**config.mk**
```make
export PLATFORM = sky130hd
export DESIGN_NAME = pll_reconfig_ctrl
export DESIGN_NICKNAME = d
export VERILOG_FILES = /design/src/rtl/pll_reconfig_pkg.sv /design/src/rtl/pll_lock_sync.sv /design/src/rtl/pll_reconfig_ctrl.sv
export SDC_FILE = /design/constraint.sdc
export NUM_CORES = 1
export LEC_CHECK = 0
export ABC_AREA = 1
export CAP_MARGIN = 20
export CORE_UTILIZATION = 35
export DETAILED_ROUTE_END_ITERATION = 8
export GPL_ROUTABILITY_DRIVEN = 0
export PLACE_DENSITY = 0.61
export SYNTH_ARGS = -nofsm -noshare
export SYNTH_HDL_FRONTEND = slang
export SYNTH_HIERARCHICAL = 1
export SYNTH_SLANG_ARGS = --single-unit
```
**constraint.sdc**
```tcl
create_clock -name clk -period 1.5 [get_ports clk]
set_input_delay 0.225 -clock clk [delete_from_list [all_inputs] [get_ports clk]]
set_output_delay 0.225 -clock clk [all_outputs]
set_load 0.05 [all_outputs]
```
**src/rtl/pll_reconfig_pkg.sv**
```systemverilog
// pll_reconfig_pkg: sequencer state encoding and MD-port opcodes for pll_reconfig_ctrl.
// Rev 1.0
`timescale 1ns/1ps
`default_nettype none

package pll_reconfig_pkg;

  typedef enum logic [3:0] {
    ST_INIT_RST  = 4'd0,
    ST_RST       = 4'd1,
    ST_WAIT_LOCK = 4'd2,
    ST_IDLE      = 4'd3,
    ST_ADDR      = 4'd4,
    ST_GAP1      = 4'd5,
    ST_OP        = 4'd6,
    ST_GAP2      = 4'd7,
    ST_CAPTURE   = 4'd8,
    ST_DONE      = 4'd9
  } pll_state_t;

  localparam logic [1:0] MD_NOP  = 2'b00;
  localparam logic [1:0] MD_ADDR = 2'b11;
  localparam logic [1:0] MD_WR   = 2'b01;
  localparam logic [1:0] MD_RD   = 2'b10;

endpackage

`default_nettype wire

```
**src/rtl/pll_lock_sync.sv**
```systemverilog
// pll_lock_sync: two-flop synchronizer for the raw PLL lock, async reset to 0.
// Rev 1.0
`timescale 1ns/1ps
`default_nettype none

module pll_lock_sync (
  input  logic clk,
  input  logic rst,
  input  logic i_async,
  output logic o_sync
);

  logic r_meta;
  logic r_sync;

  always_ff @(posedge clk or posedge rst) begin
    if (rst) begin
      r_meta <= 1'b0;
      r_sync <= 1'b0;
    end else begin
      r_meta <= i_async;
      r_sync <= r_meta;
    end
  end

  assign o_sync = r_sync;

endmodule

`default_nettype wire

```
**src/rtl/pll_reconfig_ctrl.sv**
```systemverilog
// pll_reconfig_ctrl: PLL MD-port request sequencer with reset/lock handling and retry.
// Rev 1.0 -- define PLL_RECONFIG_READBACK_EN to verify each write by reading it back.
`timescale 1ns/1ps
`default_nettype none

module pll_reconfig_ctrl
  import pll_reconfig_pkg::*;
#(
  parameter int RST_CYCLES   = 8,
  parameter int LOCK_TIMEOUT = 1024,
  parameter int RETRY_MAX    = 3
) (
  input  logic       clk,
  input  logic       reset,
  input  logic       req_valid,
  output logic       req_ready,
  input  logic       req_write,
  input  logic [7:0] req_addr,
  input  logic [7:0] req_wdata,
  input  logic       req_relock,
  output logic       resp_valid,
  output logic [7:0] resp_rdata,
  output logic       resp_error,
  output logic       busy,
  output logic       locked,
  input  logic       pll_lock,
  output logic       pll_rst,
  output logic [1:0] md_opc,
  output logic [7:0] md_wdi,
  input  logic [7:0] md_rdo
);

  localparam int RCW = $clog2(RST_CYCLES + 1);
  localparam int LCW = $clog2(LOCK_TIMEOUT + 1);
  localparam int RTW = (RETRY_MAX > 0) ? $clog2(RETRY_MAX + 1) : 1;

  localparam logic [RCW-1:0] c_rst_last  = RCW'(RST_CYCLES - 1);
  localparam logic [LCW-1:0] c_lock_last = LCW'(LOCK_TIMEOUT - 1);
  localparam logic [RTW-1:0] c_retry_max = RTW'(RETRY_MAX);

  pll_state_t     r_state;
  logic           r_init;
  logic [RCW-1:0] r_rst_cnt;
  logic [LCW-1:0] r_lock_cnt;
  logic [RTW-1:0] r_retry;
  logic           r_write;
  logic [7:0]     r_addr;
  logic [7:0]     r_wdata;
  logic           r_relock;
  logic           r_pll_rst;
  logic [1:0]     r_md_opc;
  logic [7:0]     r_md_wdi;
  logic           r_resp_valid;
  logic           r_resp_error;
  logic [7:0]     r_resp_rdata;
  logic           r_busy;
  logic           r_ready;
  logic           w_lock_s;
  logic           w_op_read;
`ifdef PLL_RECONFIG_READBACK_EN
  logic           r_rb_phase;
`endif

  pll_lock_sync u_lock_sync (
    .clk     (clk),
    .rst     (reset),
    .i_async (pll_lock),
    .o_sync  (w_lock_s)
  );

`ifdef PLL_RECONFIG_READBACK_EN
  assign w_op_read = ~r_write | r_rb_phase;
`else
  assign w_op_read = ~r_write;
`endif

  // busy/ready are registered: both read 0 while reset is held, then track the IDLE state.
  always_ff @(posedge clk or posedge reset) begin
    if (reset) begin
      r_state      <= ST_INIT_RST;
      r_init       <= 1'b1;
      r_rst_cnt    <= '0;
      r_lock_cnt   <= '0;
      r_retry      <= '0;
      r_write      <= 1'b0;
      r_addr       <= 8'h00;
      r_wdata      <= 8'h00;
      r_relock     <= 1'b0;
      r_pll_rst    <= 1'b1;
      r_md_opc     <= MD_NOP;
      r_md_wdi     <= 8'h00;
      r_resp_valid <= 1'b0;
      r_resp_error <= 1'b0;
      r_resp_rdata <= 8'h00;
      r_busy       <= 1'b0;
      r_ready      <= 1'b0;
`ifdef PLL_RECONFIG_READBACK_EN
      r_rb_phase   <= 1'b0;
`endif
    end else begin
      r_resp_valid <= 1'b0;
      r_busy       <= 1'b1;
      r_ready      <= 1'b0;
      case (r_state)
        ST_INIT_RST, ST_RST: begin
          if (r_rst_cnt == c_rst_last) begin
            r_rst_cnt <= '0;
            r_pll_rst <= 1'b0;
            r_state   <= ST_WAIT_LOCK;
          end else begin
            r_rst_cnt <= r_rst_cnt + 1'b1;
          end
        end
        ST_WAIT_LOCK: begin
          if (w_lock_s || (r_lock_cnt == c_lock_last)) begin
            r_lock_cnt <= '0;
            if (!w_lock_s && (r_retry < c_retry_max)) begin
              r_retry   <= r_retry + 1'b1;
              r_pll_rst <= 1'b1;
              r_state   <= ST_RST;
            end else if (r_init) begin
              // Power-up has no requester to answer: report failure as a level.
              r_init       <= 1'b0;
              r_resp_error <= ~w_lock_s;
              r_busy       <= 1'b0;
              r_ready      <= 1'b1;
              r_state      <= ST_IDLE;
            end else begin
              r_resp_valid <= 1'b1;
              r_resp_error <= ~w_lock_s;
              r_state      <= ST_DONE;
            end
          end else begin
            r_lock_cnt <= r_lock_cnt + 1'b1;
          end
        end
        ST_IDLE: begin
          if (req_valid) begin
            r_write      <= req_write;
            r_addr       <= req_addr;
            r_wdata      <= req_wdata;
            r_relock     <= req_relock & req_write;
            r_retry      <= '0;
            r_resp_error <= 1'b0;
            r_md_opc     <= MD_ADDR;
            r_md_wdi     <= req_addr;
`ifdef PLL_RECONFIG_READBACK_EN
            r_rb_phase   <= 1'b0;
`endif
            r_state      <= ST_ADDR;
          end else begin
            r_busy  <= 1'b0;
            r_ready <= 1'b1;
          end
        end
        ST_ADDR: begin
          r_md_opc <= MD_NOP;
          r_state  <= ST_GAP1;
        end
        ST_GAP1: begin
          if (w_op_read) begin
            r_md_opc <= MD_RD;
          end else begin
            r_md_opc <= MD_WR;
            r_md_wdi <= r_wdata;
          end
          r_state <= ST_OP;
        end
        ST_OP: begin
          r_md_opc <= MD_NOP;
          r_state  <= ST_GAP2;
        end
        ST_GAP2: begin
          if (w_op_read) begin
            r_state <= ST_CAPTURE;
          end else begin
`ifdef PLL_RECONFIG_READBACK_EN
            r_rb_phase <= 1'b1;
            r_md_opc   <= MD_ADDR;
            r_md_wdi   <= r_addr;
            r_state    <= ST_ADDR;
`else
            if (r_relock) begin
              r_pll_rst <= 1'b1;
              r_state   <= ST_RST;
            end else begin
              r_resp_valid <= 1'b1;
              r_resp_error <= 1'b0;
              r_state      <= ST_DONE;
            end
`endif
          end
        end
        ST_CAPTURE: begin
`ifdef PLL_RECONFIG_READBACK_EN
          if (r_rb_phase) begin
            if (md_rdo != r_wdata) begin
              r_resp_valid <= 1'b1;
              r_resp_error <= 1'b1;
              r_state      <= ST_DONE;
            end else if (r_relock) begin
              r_pll_rst <= 1'b1;
              r_state   <= ST_RST;
            end else begin
              r_resp_valid <= 1'b1;
              r_resp_error <= 1'b0;
              r_state      <= ST_DONE;
            end
          end else begin
            r_resp_rdata <= md_rdo;
            r_resp_valid <= 1'b1;
            r_resp_error <= 1'b0;
            r_state      <= ST_DONE;
          end
`else
          r_resp_rdata <= md_rdo;
          r_resp_valid <= 1'b1;
          r_resp_error <= 1'b0;
          r_state      <= ST_DONE;
`endif
        end
        ST_DONE: begin
          r_resp_error <= 1'b0;
          r_busy       <= 1'b0;
          r_ready      <= 1'b1;
          r_state      <= ST_IDLE;
        end
        default: begin
          r_init    <= 1'b1;
          r_rst_cnt <= '0;
          r_pll_rst <= 1'b1;
          r_md_opc  <= MD_NOP;
          r_state   <= ST_INIT_RST;
        end
      endcase
    end
  end

  assign req_ready  = r_ready;
  assign busy       = r_busy;
  assign locked     = w_lock_s & r_ready;
  assign resp_valid = r_resp_valid;
  assign resp_error = r_resp_error;
  assign resp_rdata = r_resp_rdata;
  assign pll_rst    = r_pll_rst;
  assign md_opc     = r_md_opc;
  assign md_wdi     = r_md_wdi;

endmodule

`default_nettype wire

```
==> impl_metrics.toml <==
[run_status]
status = "finished clean"

[setup_path]
crit_path_start_kind = "register"
crit_chain = "ha_2, nand2_2, nor2_4, nand3_4, nand3_4, buf_6, nand2_1, o21a_1"
end_kind = "register"
max_stage_delay_ns = 0.36
worstPathRequired_ns = 1.74
crit_top_cell = "nand3_4"
critPathKind = "register to register"
regToRegSetupSlack_ns = 0.05
slowest_stage = "dfrtp_1"
r2r_cells = 8
arrival_ns = 1.69
cp-startpoint = "r_lock_cnt[1]"
r2r-end = "r_state[1]"
r2r-start = "r_lock_cnt[1]"
crit_fanout = 6

[synthesis]
syn_area_sq_um = 2890
synth-async-reset-ratio = 1.00
synth-seq-cells = 57
syn_nets = 392
synth_top_cell_by_area = "dfrtp_1"
syn_area_per_cell_sq_um = 8.06
yosysWarningCount = 6
synth_enable_flop_cells = 0
netlist_top_cells_area = "dfrtp_1 (48%), nand2_1 (17%), inv_1 (4.2%)"
synth_top_area_frac = 0.476
synth_seq_area_share = 0.494
yosys_most_used_dff = "dfrtp_1"
yosysUniqueCellTypes = 30
syn_inst = 359

[clock_tree]
cts_sinks = 57
cts-root-buf = "clkbuf_8"
cts_buffers = 9
htreeDepth = 3
clockBufferDepth = 2
worstSkewPairLatency_ns = 0.35
cts_tree = "done"
clk_pin_slew_worst_paths_ns = 0.07

[power]
peakVddDrop_mv = 1.02
p_sw_mw = 3.43
leakage_nw = 2.02
pwr-share-clk = 0.187
report.power.total_mw = 7.71
power_density_nw_per_um2 = 1920
pwr-share-comb = 0.486
intPower_mw = 4.28
p_seq_frac = 0.326
p_sw_frac = 0.445

[cells_and_area]
layout-drive-gt1-share = 0.269
syn2layout_area_growth_pct = 39.1
final_common_cell = "nand2_1"
layout_common_cells = "nand2_1 (129), dfrtp_1 (51), buf_4 (41)"
antenna_cells = 0
nNetsFinal = 478
fin_cells = 551

[sta]
skew_ns = 0.00921
period_share = 0.965
max_freq_mhz = 691
period_needed_ns = 1.45
holdWs_ns = 0.119
fin_ws_ns = 0.0520
relSlewSlack = 0.842
slew_violations = 0
rsz0062_at_grt = "true"
setup-tns-final_ns = 0
hold_violations = 0
tightest_slew_ns = 0.236
setup_viol = 0

[grt]
grt_max_degree = 38
grt_overflow = 0
grt_pass1_vias = 2414
grt_pass1_wl_mm = 11.2
antenna_found_initial = 0
grt_usage = 0.169

[detailed_routing]
drtPass1Iterations = 4
remaining_drc_errors = 0
drtIter0Drc = 107
vias = 2531
ant_nets = 0
post_drt_wl_per_cell_um = 12.3
wl_mm = 6.75
via_per_inst = 4.59

[place]
portBuffers = 53
dpl_worst_slack_ns = 0.000433
dp.cells = 530
hpwl_mm = 4.94

[floorplanning]
pin_count = 54
dieArea_sq_um = 8630
initial_utilization = 0.369
fp.dieW_um = 92.9
die_y_um = 92.9
num_rows = 32
core_area_sq_um = 7850

[min_path]
hold_class = "input pin to async pin"

[job]
drv_cap = 0
-- worst max path at each step --
stage / end / slack (ns)
4_1_cts: r_lock_cnt[7] / 0.0008
3_3_place_gp: md_opc[1] / 0.02
5_1_grt: r_state[1] / -0.04
2_1_floorplan: resp_error / 0.09
3_5_place_dp: r_retry[1] / 0.0004
6_report: r_state[1] / 0.05
-- layout make-up --
cell class | instances | area [sq um]
multi-input cells | 256 | 1330
clock buffers | 10 | 138
clock inverters | 5 | 56.3
fillers | 765 | 3820
well taps | 102 | 128
flip-flops and latches | 57 | 1430
repair buffers | 79 | 769
inverters | 42 | 168
-- sequential cells by signal, summed over array words and instances, names as in the netlist, 2 cells and up --
register	flops
md_wdi	8
r_state	4
r_rst_cnt	4
resp_rdata	8
r_wdata	8
r_lock_cnt	11
r_retry	2
md_opc	2
-- cell families (layout without fill, tap and decap cells) --
family,count (synthesis),in the layout,synth area share
xor gates and xnor gates,5,5,0.0151
and+or+nand+nor,203,204,0.325
DFF,57,57,0.494
adders and majority gates,3,3,0.0130
AOI/OAI and AO/OA,44,44,0.0856
buffers and inverters,47,136,0.0675
-- layer usage --
layer / up-vias / part of all wire / track usage / wire length, um
li1: 1302 / - / - / -
met1: 1148 / 0.45 / 0.206 / 3010
met2: 68 / 0.49 / 0.279 / 3300
met3: 13 / 0.052 / 0.0616 / 352
met4: 0 / 0.012 / 0.0474 / 83
met5: - / 0 / 0 / 0
-- power groups by stage --
| stage | registers [mW] | clock network (mW) | logic, mW |
|---|---|---|---|
| final | 2.51 | 1.44 | 3.75 |
| after global routing | 2.58 | 1.57 | 4.09 |
| after CTS | 2.50 | 1.48 | 3.69 |
| after detailed placement | 2.52 | 0 | 3.67 |
| after global placement | 2.51 | 0 | 3.62 |
| after floorplan | 3.38 | 0 | 1.56 |
-- per-stage QoR --
step	utilization	instance area (sq um)
6_report	0.513	4020
2_1_floorplan	-	2900
4_1_cts	0.500	3920
3_3_place_gp	0.474	3720
5_1_grt	0.513	4020
3_5_place_dp	0.474	3720
-- synth_stat cells (2+ instances only) --
library cell    n
inv_2           8
nand3_1        12
a21oi_1         9
dfrtp_1        55
nor2_1         26
inv_1          32
nor2_2          6
ha_1            3
buf_2           3
o21ai_0        22
xor2_1          5
nand2_1       131
a21oi_2         2
nand2_2         4
nand2_4         4
nand3_2         6
nand3_4         2
dfstp_2         2
nor2_4          3
nand4_1         7
nor3_1          2
o21ai_1         7
-- critical path, delay by kind of cell, from the launching register on --
family	cells	cell delay (ns)
AOI/OAI and AO/OA	1	0.18
adders and majority gates	1	0.19
buffers and inverters	1	0.12
DFF	1	0.36
and+or+nand+nor	5	0.51
-- what timing repair did --
action,4_1_cts,5_1_grt
pin swaps,1,7
setup endpoints to repair,2,26
gates cloned,0,1
hold buffers,0,0
resized for setup,1,19
setup buffers,1,4
(Power assumes the default switching activity.)
